==> config.mk <==
export PLATFORM = sky130hd
export DESIGN_NAME = code_loader
export DESIGN_NICKNAME = d
export VERILOG_FILES = /design/src/rtl/code_loader.sv
export SDC_FILE = /design/constraint.sdc
export NUM_CORES = 1
export LEC_CHECK = 0
export CAP_MARGIN = 25
export CORE_MARGIN = 8
export CORE_UTILIZATION = 30
export DETAILED_ROUTE_END_ITERATION = 8
export GPL_ROUTABILITY_DRIVEN = 0
export PLACE_DENSITY = 0.56
export SYNTH_ARGS = -nofsm -noshare
export SYNTH_HDL_FRONTEND = slang
export SYNTH_SLANG_ARGS = --single-unit
==> constraint.sdc <==
create_clock -name clk -period 5.4 [get_ports clk]
set_input_delay 1.08 -clock clk [delete_from_list [all_inputs] [get_ports clk]]
set_output_delay 1.08 -clock clk [all_outputs]
set_load 0.005 [all_outputs]
==> src/rtl/code_loader.sv <==
// code_loader: boot-time controller that fills code memory from a byte stream
// and then starts the processor.
//
// Frame: LEN_HI, LEN_LO, N words (high byte first), CHK.  The frame is good
// when the XOR of every frame byte, CHK included, is 0x00.
//
// Ports:
//   clk, rst_n     rising-edge clock, asynchronous active-low reset
//   load_req       single-cycle pulse that starts/restarts a load (ignored while busy)
//   rx_data/rx_valid/rx_ready   byte stream handshake (accept on valid & ready)
//   code_w_en, code_addr_in, code_in   code memory write port
//   run            processor run enable (never high together with code_w_en)
//   busy           load in progress
//   err, err_cause failed load (01 bad length, 10 bad checksum), sticky until load_req
//   words_loaded   words written in the current load
module code_loader #(
  parameter int unsigned ADDR_W = 9,
  parameter int unsigned DATA_W = 16
) (
  input  logic              clk,
  input  logic              rst_n,
  input  logic              load_req,
  input  logic [7:0]        rx_data,
  input  logic              rx_valid,
  output logic              rx_ready,
  output logic              code_w_en,
  output logic [ADDR_W-1:0] code_addr_in,
  output logic [DATA_W-1:0] code_in,
  output logic              run,
  output logic              busy,
  output logic              err,
  output logic [1:0]        err_cause,
  output logic [ADDR_W:0]   words_loaded
);

  localparam int unsigned LEN_W = 16;
  localparam int unsigned MAX_N = 1 << ADDR_W;

  typedef enum logic [3:0] {
    S_IDLE,
    S_LEN_HI,
    S_LEN_LO,
    S_DATA_HI,
    S_DATA_LO,
    S_WRITE,
    S_CHK,
    S_RUN,
    S_ERROR
  } state_t;

  state_t              r_state;
  state_t              w_next;

  logic [7:0]          r_len_hi;
  logic [LEN_W-1:0]    r_len;
  logic [ADDR_W-1:0]   r_addr;
  logic [ADDR_W:0]     r_words;
  logic [7:0]          r_chk;
  logic [7:0]          r_hi;
  logic [ADDR_W-1:0]   r_code_addr;
  logic [DATA_W-1:0]   r_code_data;
  logic [1:0]          r_err_cause;

  logic                w_accept;
  logic                w_start;
  logic [LEN_W-1:0]    w_len;
  logic                w_len_bad;
  logic [ADDR_W:0]     w_words_inc;
  logic                w_last;
  logic [7:0]          w_chk_final;

  assign w_accept    = rx_valid & rx_ready;
  assign w_start     = load_req & ((r_state == S_IDLE) | (r_state == S_RUN) | (r_state == S_ERROR));
  assign w_len       = {r_len_hi, rx_data};
  assign w_len_bad   = (w_len == '0) || (32'(w_len) > MAX_N);
  assign w_words_inc = r_words + {{ADDR_W{1'b0}}, 1'b1};
  assign w_last      = (LEN_W'(w_words_inc) == r_len);
  assign w_chk_final = r_chk ^ rx_data;

  always_ff @(posedge clk or negedge rst_n) begin
    if (!rst_n) begin
      r_state <= S_IDLE;
    end else begin
      r_state <= w_next;
    end
  end

  always_comb begin
    w_next = r_state;
    case (r_state)
      S_IDLE, S_RUN, S_ERROR: if (load_req) w_next = S_LEN_HI;
      S_LEN_HI:  if (w_accept) w_next = S_LEN_LO;
      S_LEN_LO:  if (w_accept) w_next = w_len_bad ? S_ERROR : S_DATA_HI;
      S_DATA_HI: if (w_accept) w_next = S_DATA_LO;
      S_DATA_LO: if (w_accept) w_next = S_WRITE;
      S_WRITE:   w_next = w_last ? S_CHK : S_DATA_HI;
      S_CHK:     if (w_accept) w_next = (w_chk_final == 8'h00) ? S_RUN : S_ERROR;
      default:   w_next = S_IDLE;
    endcase
  end

  always_comb begin
    rx_ready  = 1'b0;
    code_w_en = 1'b0;
    run       = 1'b0;
    busy      = 1'b0;
    err       = 1'b0;
    case (r_state)
      S_LEN_HI, S_LEN_LO, S_DATA_HI, S_DATA_LO, S_CHK: begin
        rx_ready = 1'b1;
        busy     = 1'b1;
      end
      S_WRITE: begin
        code_w_en = 1'b1;
        busy      = 1'b1;
      end
      S_RUN:   run = 1'b1;
      S_ERROR: err = 1'b1;
      default: ;
    endcase
  end

  // Write address/data are captured on the DATA_LO accept so they are valid
  // during WRITE and then hold until the next word completes.
  always_ff @(posedge clk or negedge rst_n) begin
    if (!rst_n) begin
      r_len_hi    <= '0;
      r_len       <= '0;
      r_addr      <= '0;
      r_words     <= '0;
      r_chk       <= '0;
      r_hi        <= '0;
      r_code_addr <= '0;
      r_code_data <= '0;
      r_err_cause <= '0;
    end else begin
      if (w_start) begin
        r_addr      <= '0;
        r_words     <= '0;
        r_chk       <= '0;
        r_err_cause <= '0;
      end
      if (w_accept) begin
        r_chk <= w_chk_final;
      end
      case (r_state)
        S_LEN_HI:  if (w_accept) r_len_hi <= rx_data;
        S_LEN_LO: begin
          if (w_accept) begin
            r_len <= w_len;
            if (w_len_bad) r_err_cause <= 2'b01;
          end
        end
        S_DATA_HI: if (w_accept) r_hi <= rx_data;
        S_DATA_LO: begin
          if (w_accept) begin
            r_code_data <= DATA_W'({r_hi, rx_data});
            r_code_addr <= r_addr;
          end
        end
        S_WRITE: begin
          // Address wraps to 0 after a full-memory load; w_last stops further writes.
          r_addr  <= r_addr + {{(ADDR_W-1){1'b0}}, 1'b1};
          r_words <= w_words_inc;
        end
        S_CHK: if (w_accept && (w_chk_final != 8'h00)) r_err_cause <= 2'b10;
        default: ;
      endcase
    end
  end

  assign code_addr_in = r_code_addr;
  assign code_in      = r_code_data;
  assign err_cause    = r_err_cause;
  assign words_loaded = r_words;

endmodule

==> metrics.cfg <==
[die]
fp.dieH_um=136.1
io_pins=54
die_w_um=136.1
start_util=0.3024
rows=44
design.die.area_sq_um=18530
core_area_sq_um=14310

[placement]
io_buffers=53
dp_hpwl_um=7103
dp_cells=601

[cts]
root_buffer=clkbuf_16
ctsHoldBuffers=0
cts_tree=built
cts-htree-levels=3
numCtsBuffers=9
post_cts_buffers=0
clock_sink_count=90
clock_latency_ps=350
post_cts_resized=0
cts.clk_slew.worst_paths_ps=60
cts_buffer_depth=2

[pwr]
swShare=0.3213
p_int_mw=1.843
pwr-share-comb=0.340
clock_power_share=0.241
vdd_drop_max_v=0.0003134
p_per_area_nw_per_um2=513.6
seqPwrFrac=0.419
p_leak_nw=2.227
switchingPower_mw=0.8725
finalPower_mw=2.716

[synthesis]
synth_cells=386
yosysUniqueCellTypes=54
yosysWarnings=0
yosys.area_share.simple=0.1434
synth_seq_cells=90
synth-xor-area-share=0.05058
synth_nets=400
synth_top_family_by_area=multiplexers
syn_area_per_cell_sq_um=11.22
netlist_area_sq_um=4329
synth-edff-count=0
synth_mux_area_frac=0.1483
synth_fa_ha_area_frac=0.005780
synth-main-ff-cell=dfrtp_1
seq_area_frac_synth=0.5202
synthArstFlopShare=1.000
synth_compound_area_frac=0.09827

[drt]
routed_wl_um=10260
wire_per_inst_um=16.63
viasPerCell=4.977
ant_nets=0
drt_iter0_markers=167
first_pass_iters=4
drc=0
routed-via-count=3071

[sta]
final-setup-viol-count=0
hold_violations=0
fin_tns_setup_ps=0
min_period_ps=3609
timing.fmax_mhz=277.1
tightestPinTransition_ps=919.3
rsz0062_at_grt=no
slew_viol_final=0
period_share=0.6684
relSlewSlack=0.3857
fin_skew_ps=11.63

[cells_and_area]
fin_nets=442
area_growth_pct=22.14
fin_util=0.3694
final_cell_mix=dfrtp_1 (90), mux2_2 (57), clkdlybuf4s50_1 (52)
layout-drive-gt1-share=0.2148
fill_cells=1428
layout_commonest_cell=dfrtp_1
antenna_cells=0
multi_input_area_sq_um=1932
regArea_sq_um=2252
fin_cells=617

[worst_setup_path]
max_stage_delay_ps=640
cp_max_fo=21
critical_path_arrival_ps=2530
required_ps=4320
worst-path-buf-inv=2
slowest_stage=dfrtp_1
worstSetupStartpointType=flop
critPathTopFamily=buffers and inverters
end_kind=output pin
worstSetupPathType=flop to output pin
cp_cell_sequence=and2b_4, nand2_2, inv_1, clkdlybuf4s50_1
startpoint=r_state[0]
reg2reg_from=r_state[0]

[status]
status=finished, final reports clean

[global_routing]
grt_max_degree=61
grt_overflow_total=0
antenna_found_initial=0
grt_pass1_vias=3057
grt_pass1_wl_um=16830
track_usage=0.1177

[run]
cap_violations=0

[min_path]
min_path_type=flop to flop
holdCritStartpoint=r_len[14]

==> area by class of cell <==
type | count | area share
sequential | 90 | 0.4259
multi-input combinational | 267 | 0.3654
timing repair buffer | 55 | 0.1027
clock buffer | 10 | 0.04520
tap | 184 | 0.04354
clock inverter | 6 | 0.01372
inverter | 5 | 0.003549
==> power by group through the flow <==
stage	Clock (mW)	Combinational, mW	Sequential [mW]
finish	0.655	0.923	1.14
global route	0.703	1.02	1.18
CTS	0.678	0.940	1.14
detailed placement	0	0.938	1.15
global placement	0	0.919	1.15
floorplan	0	0.609	1.08
==> registers in the layout, summed over array words and instances (netlist names) <==
signal	cells
code_addr_in	9
code_in	16
err_cause	2
r_addr	9
r_chk	8
r_hi	8
r_len	16
r_len_hi	8
r_state	4
words_loaded	10
==> per-layer routing <==
layer	global-route usage	wire, um
met4	0.04393	151
met5	0	0
met1	0.1522	4785
met3	0.04730	682
met2	0.1727	4640
==> per-stage QoR <==
stage	setup WS (ps)	instance area (sq um)	hold slack [ps]
after floorplan	2883	4329	468.7
after global placement	1925	4976	483.9
after detailed placement	1844	4976	493.9
after CTS	1781	5288	509.3
after global routing	1617	5288	521.9
final	1791	5288	503.8
==> worst paths after layout <==
path,to,slack [ps],depth (start not counted)
worst max-delay path,code_w_en,1790,4
worst min-delay path,r_len[14],500,1
worst max register to register,r_addr[7],2990,7
worst min register to register,r_len[14],500,1
max in group asynchronous,code_in[0],3630,2
min in group asynchronous,code_addr_in[2],660,1
==> cell families after synthesis <==
group / after synthesis
flops: 90
xor+xnor: 25
fa+ha+maj: 2
mux: 57
compound gates: 71
buf+inv: 29
simple gates: 112
==> synthesized netlist by cell type, types with 4 or more instances <==
master | instances | area (sq um)
nand4_1 | 5 | 31.28
nor3_1 | 6 | 30.03
and2_1 | 4 | 25.02
xnor2_1 | 11 | 96.34
dfrtp_1 | 90 | 2252
o21ai_0 | 38 | 190.2
nand3_1 | 15 | 75.07
buf_2 | 8 | 40.04
a21oi_1 | 7 | 35.03
clkbuf_1 | 11 | 41.29
nor4_1 | 6 | 37.54
xor2_1 | 14 | 122.6
o21ai_1 | 4 | 20.02
nor2_1 | 22 | 82.58
mux2_2 | 57 | 641.9
nand2_1 | 28 | 105.1
inv_1 | 5 | 18.77
(Power assumes the default switching activity.)
